## src/rtl/rom_responder_pkg.sv

```systemverilog
// Shared definitions for the program-memory responder: bus phase numbering,
// nibble/byte widths and the phase-advance rule.
package rom_responder_pkg;

  localparam int NIBBLE_W  = 4;
  localparam int BYTE_W    = 8;
  localparam int ADDR_W    = 8;
  localparam int CYCLE_LEN = 8;

  // A1..X3 are numbered 0..7 to match the CPU's own phase counter.
  typedef enum logic [3:0] {
    PH_A1   = 4'd0,
    PH_A2   = 4'd1,
    PH_A3   = 4'd2,
    PH_M1   = 4'd3,
    PH_M2   = 4'd4,
    PH_X1   = 4'd5,
    PH_X2   = 4'd6,
    PH_X3   = 4'd7,
    PH_IDLE = 4'd8
  } phase_e;

  localparam phase_e PH_DRIVE_HI = PH_M1;
  localparam phase_e PH_DRIVE_LO = PH_M2;

  function automatic phase_e next_phase(input phase_e ph, input logic sync);
    phase_e nxt;
    if (sync) begin
      nxt = PH_A1;
    end else begin
      case (ph)
        PH_IDLE, PH_X3: nxt = PH_IDLE;
        default:        nxt = phase_e'(ph + 4'd1);
      endcase
    end
    return nxt;
  endfunction

endpackage

```

## src/rtl/rom_responder_store.sv

```systemverilog
// 256x8 program store: one synchronous write port, one asynchronous read port.
module rom_store
  import rom_responder_pkg::*;
#(
  parameter int DEPTH = 256
) (
  input  logic              clock,
  input  logic              we,
  input  logic [ADDR_W-1:0] waddr,
  input  logic [BYTE_W-1:0] wdata,
  input  logic [ADDR_W-1:0] raddr,
  output logic [BYTE_W-1:0] rdata
);

  logic [BYTE_W-1:0] mem [DEPTH];

  // Contents survive reset; a loader may write at any time.
  always_ff @(posedge clock) begin
    if (we) mem[waddr] <= wdata;
  end

  assign rdata = mem[raddr];

endmodule

```

## src/rtl/rom_responder.sv

```systemverilog
// Instruction-fetch responder: follows the CPU bus phases from sync, captures
// the fetch address and returns the addressed byte as two nibbles in M1/M2.
module rom_responder
  import rom_responder_pkg::*;
#(
  parameter logic [3:0] CHIP_ID = 4'h0,
  parameter int         DEPTH   = 256
) (
  input  logic                clock,
  input  logic                reset,
  input  logic [NIBBLE_W-1:0] data_i,
  input  logic                sync,
  input  logic                rom_cmd,
  output logic [NIBBLE_W-1:0] data_o,
  output logic                data_en,
  output logic                selected,
  input  logic                prog_we,
  input  logic [ADDR_W-1:0]   prog_addr,
  input  logic [BYTE_W-1:0]   prog_data
);

  phase_e              phase;
  phase_e              phase_nxt;
  logic [NIBBLE_W-1:0] addr_lo;
  logic [NIBBLE_W-1:0] addr_hi;
  logic [BYTE_W-1:0]   opcode;
  logic [BYTE_W-1:0]   rd_byte;
  logic                sel_now;

  rom_store #(
    .DEPTH (DEPTH)
  ) u_store (
    .clock (clock),
    .we    (prog_we),
    .waddr (prog_addr),
    .wdata (prog_data),
    .raddr ({addr_hi, addr_lo}),
    .rdata (rd_byte)
  );

  always_comb begin
    phase_nxt = next_phase(phase, sync);
    sel_now   = rom_cmd && (data_i == CHIP_ID);
  end

  // The read is asynchronous, so a same-edge program write is not yet visible
  // when the A3 edge samples rd_byte: the fetch sees the old contents.
  always_ff @(posedge clock) begin
    if (reset) begin
      phase    <= PH_IDLE;
      addr_lo  <= '0;
      addr_hi  <= '0;
      opcode   <= '0;
      data_o   <= '0;
      data_en  <= 1'b0;
      selected <= 1'b0;
    end else begin
      phase <= phase_nxt;

      if (phase == PH_A1) addr_lo <= data_i;
      if (phase == PH_A2) addr_hi <= data_i;
      if (phase == PH_A3 && sel_now) opcode <= rd_byte;

      if (phase_nxt == PH_DRIVE_HI)
        selected <= sel_now;
      else if (phase_nxt == PH_A1 || phase_nxt == PH_IDLE)
        selected <= 1'b0;

      // Outputs are computed for the phase being entered, so they are valid
      // from the edge that starts M1 and M2 and drop at the edge starting X1.
      data_o  <= '0;
      data_en <= 1'b0;
      if (phase_nxt == PH_DRIVE_HI && sel_now) begin
        data_o  <= rd_byte[BYTE_W-1:NIBBLE_W];
        data_en <= 1'b1;
      end else if (phase_nxt == PH_DRIVE_LO && selected) begin
        data_o  <= opcode[NIBBLE_W-1:0];
        data_en <= 1'b1;
      end
    end
  end

endmodule

```

## config.mk

```make
export PLATFORM = sky130hd
export DESIGN_NAME = rom_responder
export DESIGN_NICKNAME = d
export VERILOG_FILES = /design/src/rtl/rom_responder_pkg.sv /design/src/rtl/rom_responder_store.sv /design/src/rtl/rom_responder.sv
export SDC_FILE = /design/constraint.sdc
export NUM_CORES = 2
export LEC_CHECK = 0
export CORE_MARGIN = 1.5
export CORE_UTILIZATION = 50
export DETAILED_ROUTE_END_ITERATION = 16
export PLACE_DENSITY_LB_ADDON = 0.12
export SLEW_MARGIN = 40
export SYNTH_ARGS = -nofsm -noshare
export SYNTH_HDL_FRONTEND = slang
export SYNTH_HIERARCHICAL = 1
export SYNTH_SLANG_ARGS = --single-unit
```

## constraint.sdc

```tcl
create_clock -name clock -period 5.7 [get_ports clock]
set_clock_uncertainty 0.2 [all_clocks]
set_input_delay 0.855 -clock clock [delete_from_list [all_inputs] [get_ports clock]]
set_output_delay 0.855 -clock clock [all_outputs]
set_load 0.05 [all_outputs]
```

[Word-level counts from Yosys, hierarchy flattened]
Memory sizes are Yosys's and may differ from the RTL's.
Index checks and enable logic that the tools add are counted.
Word-level totals
  register bits after elaboration: 22
  RAM bits: 2048
  output and inout port bits: 6
  memories kept: 1
Cells by class
  add/sub/neg operators: 1
  equality and inequality tests: 7
  mux-type cells: 10
  reductions and logical operators: 10
Memories
  u_store.mem: words 256, bits a word 8, read ports 1, clocked after Yosys merged registers in 0, wr ports 1, RTL line rom_responder_store.sv:15  | logic [BYTE_W-1:0] mem [DEPTH];
Operator list (number)
  $mux W4: 4
  $logic_not A4 Y1: 3
  $eq A4 B2 Y1 const B: 2
  $eq A4 B3 Y1 const B: 2
  $eq A4 B4 Y1 const B: 2
  $mux W1: 6
  $add A4 B1 Y4 const B: 1
  $eq A4 B1 Y1 const B: 1
  $logic_and A1 B1 Y1: 4
  $reduce_bool A2 Y1: 1
  $reduce_or A2 Y1: 1
  $logic_or A1 B1 Y1: 1

[Depth between registers and ports, before layout]
  depth after elaboration: 8
  depth in mapped cells: 13
  gate-level depth less buffers: 8

[Modules after synthesis]
Netlist, hierarchy kept.
Modules (own cells, without submodules)
  rom_store: instances 1, cells each 3725, area each 79396.1 um2, seq. area each 61499.0 um2
  rom_responder: instances 1, cells each 91, area each 952.2 um2, seq. area each 440.4 um2

[Least setup slack after synthesis]
OpenSTA, ideal clock, no wires.
  path kind: input to register
  start: input port prog_addr[3]
  end: memory u_store.mem[235][0], enable pin
  setup time: 370 ps
  arrival: 2301 ps
  required time: 5130 ps
  setup slack: 2829 ps
  stages: 6
  path buffers: 3
  path through: clkbuf_1 -> nor2b_1 -> clkbuf_1 -> nand4_1 -> clkbuf_1 -> nor2_1
RTL lines
  start: declaration: RTL line rom_responder.sv:18  | input logic [ADDR_W-1:0] prog_addr,
  end: declaration: RTL line rom_responder_store.sv:15
Straight into the memory's write port.

[Worst setup path after layout]
  start: register addr_lo[0]
  end: register opcode[1]
On the way
  cells in the longest elaborated chain, start to end: 1
Ends and longest elaborated chain
  start: declaration: RTL line rom_responder.sv:24  | logic [NIBBLE_W-1:0] addr_lo;
  start signal: assignment: RTL line rom_responder.sv:60  | if (phase == PH_A1) addr_lo <= data_i;
  $mem_v2 Z256 W8
  via rd_byte[1]: RTL line rom_responder.sv:27  | logic [BYTE_W-1:0] rd_byte;
  end signal: assignment: RTL line rom_responder.sv:62  | if (phase == PH_A3 && sel_now) opcode <= rd_byte;
  end: declaration: RTL line rom_responder.sv:26  | logic [BYTE_W-1:0] opcode;
The timed path passes the listed nets, and every way through them passes these cells.
A chain may end at the register's enable or synchronous reset.

==> results.yml <==
cts:
  numCtsBuffers: 207
  cts_sinks: 2070
  cts_htree_levels: 4
  postCtsHoldBufs: 0
  cts_tree: "yes"
  cts_resized: 0
  root_buffer: "clkbuf_16"
  cts.repair_timing.setup_buffer_count: 0
  clk_pin_slew_worst_paths_ps: 60
  worstSkewPairLatency_ps: 830
  clock_path_buffers: 3
routing:
  vias: 39157
  routed_wl_um: 200000
  ant_nets: 0
  initialDrtViolationCount: 4020
  first_pass_iters: 5
  drc: 0
  vias_per_cell: 6.33
  wl_per_cell_um: 32.3
global_routing:
  overflow: 0
  grt_pass1_vias: 39220
  antenna_found_initial: 11
  globalRouteTotalUtil_pct: 24.8
  grt_max_degree: 133
  grt_first_pass_wirelength_um: 287000
power:
  power_frac_seq_pct: 52.7
  power_density_nw_per_um2: 353
  total_power_mw: 31.9
  p_clk_share_pct: 42.0
  leakagePower_nw: 26.9
  p_comb_share_pct: 5.3
  ir_worst_vdd_v: 0.000303
  power.switching_mw: 6.80
  swShare_pct: 21.3
  power.internal_mw: 25.1
setup_path:
  crit_path_cell_trace: "buf_12 -> buf_4 -> mux4_1 -> mux4_2 -> nor2_1 -> a2111oi_1 -> nor3_1 -> buf_4 -> nor4_1 -> mux2i_1 -> nor2_1"
  crit_path_end_kind: "flip-flop"
  worst-endpoint-required_ps: 6190
  path_max_fanout: 29
  max_stage_delay_ps: 840
  crit_type: "reg -> reg"
  path_delay_family: "multiplexers"
  slowest_stage: "dfxtp_4"
  start_kind: "flip-flop"
  arrival_ps: 4540
  path_buf_inv: 3
synthesis:
  synth_compound_area_share_pct: 3.51
  synth_seq_cells: 2070
  ys.flop_type: "edfxtp_1"
  synthCells: 3816
  ys_seq_area_share_pct: 77.1
  syn_area_um2: 80300
  synth_area_leaders: "edfxtp_1 (77%), mux4_2 (13%), mux2i_1 (1.8%), nor2_1 (1.4%), a22oi_1 (1.2%)"
  yosysWarnings: 6
  synth_edf_count: 2048
  synth.net_count: 3845
  post-synth-top-count-cell: "edfxtp_1"
  synthMuxAreaShare_pct: 14.6
  yosys.area_share.simple_pct: 2.86
  yosysTopAreaCell: "edfxtp_1"
  syn_area_per_cell_um2: 21.1
  synth_top_area_share_pct: 76.5
  synth_xor_area_share_pct: 0
  synth_fa_ha_area_share_pct: 0.0623
  synth_top_family_by_area: "multiplexers"
  ys_types: 63
  async_flop_share_pct: 0
  yosys-top-cells-count: "edfxtp_1 (2048), mux4_2 (454), nor2_1 (298)"
sta:
  setup_viol: 0
  rsz0062_at_grt: "no"
  finalWorstPathRequiredPeriod_ps: 4050
  drv_slew: 0
  hold_viol: 0
  finalSetupTns_ps: 0
  relSlewSlack_pct: 35.4
  clock.fmax_ghz: 0.247
  whs_ps: 205
  worst_slew_pin_slew_ps: 967
  min_period_over_period_pct: 71.1
die:
  die_h_um: 404
  core_area_um2: 159000
  io_pins: 31
  initial_utilization_pct: 50.6
  fp-row-count: 146
  dieArea_um2: 163000
  die_w_um: 404
final_layout:
  syn2layout_area_growth_pct: 12.3
  nNetsFinal: 3969
  postLayoutCellArea_um2: 90200
  post-route-util_pct: 56.8
  drive_above_1_share_pct: 24.7
  n_fill_cell: 11832
place:
  io_buffers: 30
  place.gp.congestion: 0.869
  dpl-instance-area_um2: 83200
  dp_hpwl_um: 120000
status:
  status: "complete, no violations"
run:
  drv_cap: 0
min_path:
  min_path_type: "in -> reg"
## routing by layer
| layer | vias up | global-route usage [%] | wire [µm] |
|---|---|---|---|
| met4 | 18 | 6.98 | 4970 |
| met3 | 299 | 4.63 | 14200 |
| met5 | - | 0 | 126 |
| met2 | 1487 | 38.6 | 95400 |
| li1 | 16266 | - | - |
| met1 | 21087 | 36.1 | 85100 |
## through the flow
stage | cells | worst slack [ps]
after CTS | 6179 | 1630
after floorplan | 3816 | 2830
final | 6189 | 1650
after global routing | 6185 | 1460
after global placement | 5792 | 1320
after detailed placement | 5797 | 1270
## cell usage in the layout, fill, tap and decap left out, types with 8 or more instances in the layout
cell | synthesis | routed
a221oi_1 | 13 | 13
buf_12 | 8 | 22
clkbuf_16 | 0 | 212
clkdlybuf4s50_1 | 0 | 21
clkinv_2 | 0 | 35
nand3_1 | 35 | 30
mux2i_1 | 146 | 146
nor2_2 | 0 | 88
clkbuf_1 | 111 | 45
nor3_1 | 23 | 23
o22ai_1 | 28 | 28
a22oi_1 | 133 | 133
o211ai_1 | 11 | 11
buf_4 | 27 | 91
mux4_2 | 454 | 454
nor2b_1 | 33 | 30
o21ai_0 | 11 | 11
clkinvlp_4 | 0 | 12
nor4_2 | 3 | 10
buf_8 | 13 | 11
o221ai_1 | 46 | 46
edfxtp_1 | 2048 | 2048
a21oi_1 | 96 | 95
nor4_1 | 25 | 17
nor2_1 | 298 | 207
nand2_1 | 36 | 31
bufinv_16 | 0 | 20
nand4_1 | 12 | 12
clkinv_1 | 1 | 48
dfxtp_1 | 22 | 16
a211oi_1 | 18 | 18
a22o_1 | 8 | 8
## kinds of logic after synthesis
family,Yosys count
buffers and inverters,242
muxes,603
and+or+nand+nor,500
AOI/OAI and AO/OA,397
adders and majority gates,4
DFF,2070
## worst paths after layout
check	from	to	slack (ps)	cells past startpoint
setup / recovery	addr_lo[0]	opcode[1]	1650	11
setup reg to reg	addr_lo[0]	opcode[1]	1650	11
hold reg to reg	opcode[2]	opcode[2]	310	2
hold / removal	prog_data[5]	u_store/mem[27][5]	210	1
## worst reg2reg max path: stages, from the launching register on
cell       delay (ps)
dfxtp_4           840
buf_12            300
buf_4             320
mux4_1            600
mux4_2            530
nor2_1            140
a2111oi_1         110
nor3_1            410
buf_4             210
nor4_1             50
mux2i_1           160
nor2_1             50
## power by group through the flow
stage | Clock, mW | Sequential, mW | Combinational (mW)
6_report | 13.4 | 16.8 | 1.68
5_1_grt | 14.2 | 16.8 | 1.77
4_1_cts | 13.6 | 16.8 | 1.68
3_5_place_dp | 0 | 17.1 | 1.67
3_3_place_gp | 0 | 17.1 | 1.64
2_1_floorplan | 0 | 17.1 | 0.983
## final cells by class
type | count | area, µm² | area share (%)
antenna | 4 | 10.0 | 0.0111
tap | 2072 | 2590 | 2.87
clock buffer | 257 | 5470 | 6.07
multi-input combinational | 1504 | 17300 | 19.2
inverter | 5 | 18.8 | 0.0208
sequential | 2070 | 62000 | 68.7
timing repair buffer | 152 | 1670 | 1.85
clock inverter | 125 | 1200 | 1.33
## sequential cells by signal, summed over array words and instances (netlist names)
register and count:
u_store/mem 2048, addr_hi 4, addr_lo 4, data_o 4
opcode 4, phase 4, data_en 1, selected 1
Power figures use the tool's default switching activity.
